--- src/rtl/btn_events.sv ---
// Classifies debounced button presses into SHORT/LONG events and queues them
// in a small FIFO that is drained through a valid/ack handshake.
module btn_events #(
  parameter int unsigned HOLD_CYCLES = 64,
  parameter int unsigned DEPTH       = 4
) (
  input  logic                       clk,
  input  logic                       reset_n,
  input  logic                       btn,
  input  logic                       flush,
  output logic                       event_valid,
  output logic [1:0]                 event_code,
  input  logic                       event_ack,
  output logic [$clog2(DEPTH):0]     count,
  output logic                       overflow
);

  localparam int unsigned HW = $clog2(HOLD_CYCLES);
  localparam int unsigned PW = $clog2(DEPTH);
  localparam int unsigned CW = PW + 1;

  localparam logic [1:0] CODE_SHORT = 2'b01;
  localparam logic [1:0] CODE_LONG  = 2'b10;

  typedef enum logic [1:0] {
    S_IDLE,
    S_PRESSED,
    S_WAIT_REL
  } state_t;

  state_t        state, state_nxt;
  logic [HW-1:0] hold_cnt, hold_cnt_nxt;
  logic          push_c;
  logic [1:0]    push_code_c;

  logic [1:0]    mem [DEPTH];
  logic [PW-1:0] wr_ptr, rd_ptr;
  logic          pop_c;
  logic          push_ok_c;

  // Classifier state register
  always_ff @(posedge clk or negedge reset_n) begin
    if (!reset_n) begin
      state    <= S_IDLE;
      hold_cnt <= '0;
    end else begin
      state    <= state_nxt;
      hold_cnt <= hold_cnt_nxt;
    end
  end

  // Classifier next-state; a flush abandons any press and waits for release
  always_comb begin
    state_nxt    = state;
    hold_cnt_nxt = hold_cnt;
    push_c       = 1'b0;
    push_code_c  = CODE_SHORT;
    if (flush) begin
      state_nxt    = btn ? S_WAIT_REL : S_IDLE;
      hold_cnt_nxt = '0;
    end else begin
      case (state)
        S_IDLE: begin
          if (btn) begin
            state_nxt    = S_PRESSED;
            hold_cnt_nxt = '0;
          end
        end
        S_PRESSED: begin
          if (!btn) begin
            push_c      = 1'b1;
            push_code_c = CODE_SHORT;
            state_nxt   = S_IDLE;
          end else if (hold_cnt == HW'(HOLD_CYCLES - 1)) begin
            push_c      = 1'b1;
            push_code_c = CODE_LONG;
            state_nxt   = S_WAIT_REL;
          end else begin
            hold_cnt_nxt = hold_cnt + HW'(1);
          end
        end
        S_WAIT_REL: begin
          if (!btn) state_nxt = S_IDLE;
        end
        default: state_nxt = S_IDLE;
      endcase
    end
  end

  // A pop in the same cycle frees a slot, so a full FIFO can still accept
  assign pop_c     = event_ack && (count != '0) && !flush;
  assign push_ok_c = push_c && ((count != CW'(DEPTH)) || pop_c);

  always_ff @(posedge clk or negedge reset_n) begin
    if (!reset_n) begin
      wr_ptr   <= '0;
      rd_ptr   <= '0;
      count    <= '0;
      overflow <= 1'b0;
    end else if (flush) begin
      wr_ptr   <= '0;
      rd_ptr   <= '0;
      count    <= '0;
      overflow <= 1'b0;
    end else begin
      if (push_ok_c) wr_ptr <= wr_ptr + PW'(1);
      if (pop_c)     rd_ptr <= rd_ptr + PW'(1);
      count <= count + CW'(push_ok_c) - CW'(pop_c);
      if (push_c && !push_ok_c) overflow <= 1'b1;
    end
  end

  // Storage needs no reset; occupancy gates what is visible
  always_ff @(posedge clk) begin
    if (push_ok_c) mem[wr_ptr] <= push_code_c;
  end

  assign event_valid = (count != '0);
  assign event_code  = event_valid ? mem[rd_ptr] : 2'b00;

endmodule

--- config.mk ---
export PLATFORM = sky130hd
export DESIGN_NAME = btn_events
export DESIGN_NICKNAME = d
export VERILOG_FILES = /design/src/rtl/btn_events.sv
export SDC_FILE = /design/constraint.sdc
export NUM_CORES = 1
export LEC_CHECK = 0
export ABC_CLOCK_PERIOD_IN_PS = 2700
export CAP_MARGIN = 20
export CORE_ASPECT_RATIO = 0.7
export CORE_MARGIN = 3
export CORE_UTILIZATION = 55
export DETAILED_ROUTE_END_ITERATION = 6
export PLACE_DENSITY_LB_ADDON = 0.12
export SLEW_MARGIN = 20
export SYNTH_ARGS = -nofsm -noshare
export SYNTH_HDL_FRONTEND = slang
export SYNTH_SLANG_ARGS = --single-unit
--- constraint.sdc ---
create_clock -name clk -period 2.7 [get_ports clk]
set_clock_uncertainty 0.1 [all_clocks]
set_input_delay 0.54 -clock clk [delete_from_list [all_inputs] [get_ports clk]]
set_output_delay 0.54 -clock clk [all_outputs]
set_load 0.02 [all_outputs]
# Yosys cells after proc, flatten, opt, wreduce, memory -nomap -nowiden
# Memories as Yosys holds them, arrays and structs flattened.
# Index checks and enable logic that the tools add are counted.
[op_classes] n_addsub=5 reduce_logical=15 n_eq_ne=9 muxes=30
[op_table] op="two-way mux 2 bit" n=15
[op_table] op="two-way mux 6 bit" n=4
[op_table] op="inequality test 3 bit, second input constant" n=5
[op_table] op="case mux 6 bit (2 select lines)" n=1
[op_table] op="two-way mux 1 bit" n=8
[op_table] op="adder 6 x 1 -> 6 bit, second input constant" n=1
[op_table] op="equality test 6 bit, second input constant" n=1
[op_table] op="case mux 2 bit (3 select lines)" n=1
[op_table] op="nonzero test 2 bit" n=3
[op_table] op="nonzero test 3 bit" n=2
[op_table] op="adder 2 x 1 -> 2 bit, second input constant" n=2
[op_table] op="logical AND 1 bit" n=4
[op_table] op="inequality test 4 bit, second input constant" n=1
[op_table] op="AND reduction 4 bit" n=1
[op_table] op="adder 3 x 1 -> 3 bit" n=1
[op_table] op="two-way mux 3 bit" n=1
[op_table] op="AND reduction 3 bit" n=1
[op_table] op="subtractor 3 x 1 -> 3 bit" n=1
[op_table] op="equality test 2 x 1 -> 1 bit, second input constant" n=1
[op_table] op="equality test 2 bit, second input constant" n=1
[op_table] op="logical NOT 1 bit" n=2
[op_table] op="logical NOT 2 bit" n=1
[op_table] op="logical OR 1 bit" n=1
[totals] ram_bits=8 reg_bits=16 input_bits=5 output_inout_bits=7 mem_count=1
[mem_list] name="mem" depth=4 word_bits=2 rd=1 rd_clocked_by_memory_dff=0 write_ports=1 line="36" rtl="logic [1:0] mem [DEPTH];"

# Logic depth before layout (Yosys ltp)
[logic_depth] word_depth=10 depth_mapped=12 ltp_nobuf=12

# Worst setup path after synthesis
# No wires, ideal clock.
[synth_path] kind="reg-to-reg" startpoint="reg count[1]" endpoint="reg count[2]" setup_time_ns=0.132 arrival_time_ns=2.434 slack_ns=0.035 stages_incl_launch_ff=13 cell_sequence="dfrtp_1 -> or3_1 -> clkbuf_1 -> nand2_1 -> nor2_1 -> ha_1 -> inv_1 -> ha_1 -> inv_1 -> fa_1 -> xor2_1 -> xnor2_1 -> nor2_1"
[synth_between] elab_chain_cells=8 word_cells_on_any_way=9 cone_classes="2 x add/sub; 1 x eq/ne; 1 x mux; 5 x reduce/logical"
[synth_rtl] element="from (decl)" line="14" rtl="output logic [$clog2(DEPTH):0] count,"
[synth_rtl] element="from (signal assigned)" line="108" rtl="count <= count + CW'(push_ok_c) - CW'(pop_c);"
[synth_rtl] element="nonzero test 3 bit (*)"
[synth_rtl] element="net event_valid" line="11" rtl="output logic event_valid,"
[synth_rtl] element="logical AND 1 bit (*) (2 in a row)" line="91" rtl="assign pop_c = event_ack && (count != '0) && !flush;"
[synth_rtl] element="logical OR 1 bit" line="92" rtl="assign push_ok_c = push_c && ((count != CW'(DEPTH)) || pop_c);"
[synth_rtl] element="logical AND 1 bit" line="92"
[synth_rtl] element="adder 3 x 1 -> 3 bit" line="108"
[synth_rtl] element="subtractor 3 x 1 -> 3 bit (*)" line="108"
[synth_rtl] element="two-way mux 3 bit (*)" line="100" rtl="end else if (flush) begin"
# The timed path passes the listed nets; every way through them passes the cells marked *.
# A chain may end at the register's enable or synchronous reset.

# Worst setup path after layout
[layout_path] startpoint="in flush" endpoint="reg count[2]"
[layout_between] elab_chain_cells=7 word_cells_on_any_way=8 cone_classes="2 x add/sub; 2 x mux; 4 x reduce/logical"
[layout_rtl] element="from (decl)" line="10" rtl="input logic flush,"
[layout_rtl] element="logical NOT 1 bit" line="91"
[layout_rtl] element="logical AND 1 bit" line="91"
[layout_rtl] element="logical OR 1 bit" line="92"
[layout_rtl] element="logical AND 1 bit" line="92"
[layout_rtl] element="adder 3 x 1 -> 3 bit" line="108"
[layout_rtl] element="subtractor 3 x 1 -> 3 bit" line="108"
[layout_rtl] element="two-way mux 3 bit (*)" line="100"
# Mark *: on every way between the ends. The rest lies on a longest branch, timed or not.

==> results.yml <==
status:
  status: "finished clean"
detailed_routing:
  drc: 0
  drt-initial-drc-count: 14
  drt_pre_antenna_iters: 4
  routed_wirelength_mm: 2.094
  postRouteAntennaNets: 0
  wl_per_cell_um: 12.77
  vias_per_cell: 5.311
  vias: 871
global_routing:
  grt_pass1_vias: 761
  grt_pass1_wl_mm: 3.567
  antenna_found_initial: 0
  grt_usage: 0.1648
  grt_overflow: 0
  grt_start_max_net_pins: 17
  globalRouteMet1Util: 0.2254
  busiest_layer: "met2"
  grt_util_met2: 0.2469
  use_met3: 0.05610
logic_synthesis:
  synth_simple_gate_area_frac: 0.1941
  synth.top_cell.area_share: 0.3153
  synth-adder-area-share: 0.08473
  synth-async-reset-ratio: 0.6667
  netlist_area_um2: 1270
  synth_area_per_cell_um2: 11.24
  synthMuxAreaShare: 0.05517
  yosysUniqueCellTypes: 38
  synth_xor_area_frac: 0.02759
  synthCells: 113
  synth_top_family_by_area: "simple AND/OR/NAND/NOR gates"
  synth.area.top_cells: "dfrtp_1 (32%), edfxtp_1 (19%), ha_1 (6.9%), nor2_1 (4.4%), mux4_2 (3.5%)"
  synth.cells.most_frequent: "dfrtp_1 (16), nor2_1 (15), inv_1 (11)"
  seq_area_frac_synth: 0.5044
  synth-edff-count: 8
  syn_nets: 126
  synth_most_common_cell: "dfrtp_1"
  synth_compound_area_frac: 0.09557
  synthFlopType: "dfrtp_1"
  synth_top_cell_by_area: "dfrtp_1"
  ys_warn_count: 0
  synth_seq_cells: 24
critical_path:
  crit_fanout: 4
  path_class: "in -> reg"
  cp-end-kind: "register"
  cp.arrival_ns: 2.71
  rr_endpoint: "count[2]"
  reg2reg_depth: 12
  critPathLaunchType: "input pin"
  r2r_slack_ns: 0.19
  path_cells: "clkdlybuf4s50_1, nand2b_1, nand3_1, nand3_4, ha_1, inv_1, ha_1, inv_1, fa_1, xor2_2, xnor2_1, nor2_1"
  startpoint: "flush"
  critical_path_required_ns: 2.83
  r2r_start: "hold_cnt[0]"
  cp_slowest_cell: "clkdlybuf4s50_1"
  max_stage_delay_ns: 0.51
die:
  io-pin-count: 12
  die_area_um2: 2931
  die_y_um: 46.21
  rows: 13
  die_w_um: 63.44
  core_um2: 2017
  start_util: 0.6297
timing:
  fmax_ghz: 0.3869
  min_period_ns: 2.585
  rsz0062_at_grt: "false"
  report.final.slew_viol_count: 0
  min_period_over_period: 0.9572
  timing.hold.ws_ns: 0.4264
  worst_pin_slew_ns: 0.7074
  finalSetupViolations: 0
  final_hold_viol_count: 0
  slew_headroom: 0.5269
pwr:
  power_density_nw_per_um2: 664.3
  vdd_drop_max_mv: 0.3977
  p_total_mw: 1.019
  p_leak_nw: 0.6437
worst_hold_path:
  hp-start: "hold_cnt[0]"
  holdPathStages: 1
  hold_end: "hold_cnt[0]"
  hold_class: "reg -> reg"
cells_and_area:
  drive_above_1_share: 0.1716
  area_delta_synth_final_pct: 20.79
  diodes: 0
  num-nets-final: 148
  final_core_util: 0.7605
  final_area_um2: 1534
placement:
  portBuffers: 11
  dpl.hpwl_mm: 1.665
  placed_cell_area_um2: 1470
  routabilityCongestion: 0.8783
cts:
  path_clk_slew_ns: 0.13
  cts_hold_buf: 0
  cts_max_level: 1
  worstSkewPairLatency_ns: 0.32
  ctsRootBufferMaster: "clkbuf_4"
  cts.sinks: 24
  cts_tree: "yes"
  clock_path_buffers: 2
  cts_buffers: 3
run:
  cap_violations: 0
## metrics by stage
step	instances	setup slack, ns	setup TNS, ns
final	164	0.1155	0
after global routing	164	0.01657	0
after CTS	164	0.05266	0
after detailed placement	160	-0.2979	-0.2979
after global placement	160	-0.1665	-0.1665
after floorplan	113	0.03454	0
## routing by layer
layer  part of all wire  routed length (um)
met1               0.53                1110
met4              0.012                  25
met3              0.054                 114
met2               0.40                 843
met5                  0                   0
## worst max-delay path by stage
stage,end,cells after the start
after CTS,event_code[1],3
after floorplan,count[2],12
after global placement,count[2],12
after detailed placement,count[2],12
after global routing,count[2],12
final,count[2],12
## layout make-up
cell class | instances | area, um^2
Sequential cell | 24 | 641.9
Multi-Input combinational cell | 76 | 590.6
Fill cell | 151 | 483.0
Timing Repair Buffer | 19 | 170.2
Inverter | 11 | 41.29
Tap cell | 30 | 37.54
Clock inverter | 1 | 30.03
Clock buffer | 3 | 22.52
## registers in the layout, summed over array words and instances (netlist names)
signal	cells
overflow	1
rd_ptr	2
state	2
count	3
wr_ptr	2
hold_cnt	6
mem	8
## repair_timing
action | CTS | global route
buffers inserted | 0 | 0
resized for setup | 0 | 3
setup endpoints to repair | 0 | 2
## cell families (layout without fill, tap and decap cells)
| logic type | Yosys count | after routing |
|---|---|---|
| xor+xnor | 4 | 4 |
| simple gates | 43 | 43 |
| fa+ha+maj | 8 | 8 |
| mux | 4 | 4 |
| compound gates | 17 | 17 |
| buf+inv | 13 | 34 |
| flops | 24 | 24 |
## where the power goes
group	total [mW]	leakage (nW)	internal [mW]	switching, mW
sequential	0.430	0.296	0.400	0.0299
combinational	0.328	0.320	0.171	0.157
clock	0.262	0.0279	0.150	0.111
total	1.02	0.644	0.721	0.298
## cells in the final DEF, fill, tap and decap left out, types with 2 or more instances in the layout
master           instances
nand2b_1                 2
inv_1                   11
o22ai_1                  2
clkbuf_4                 3
o31ai_1                  3
xor2_1                   2
ha_1                     6
clkdlybuf4s50_1         11
o21ai_0                  4
mux4_2                   2
buf_4                    8
edfxtp_1                 8
nand2_1                  6
nor2b_1                  2
nand3_1                  5
and2_1                   3
dfrtp_1                 15
nor2_1                  15
## worst max-delay path: cells and delay by family
kind | cells | cell delay [ns]
AND/OR/NAND/NOR | 4 | 0.47
XOR/XNOR | 2 | 0.29
adder cells (fa/ha/maj) | 3 | 0.80
buffers and inverters | 3 | 0.60
Power figures use the tool's default switching activity.
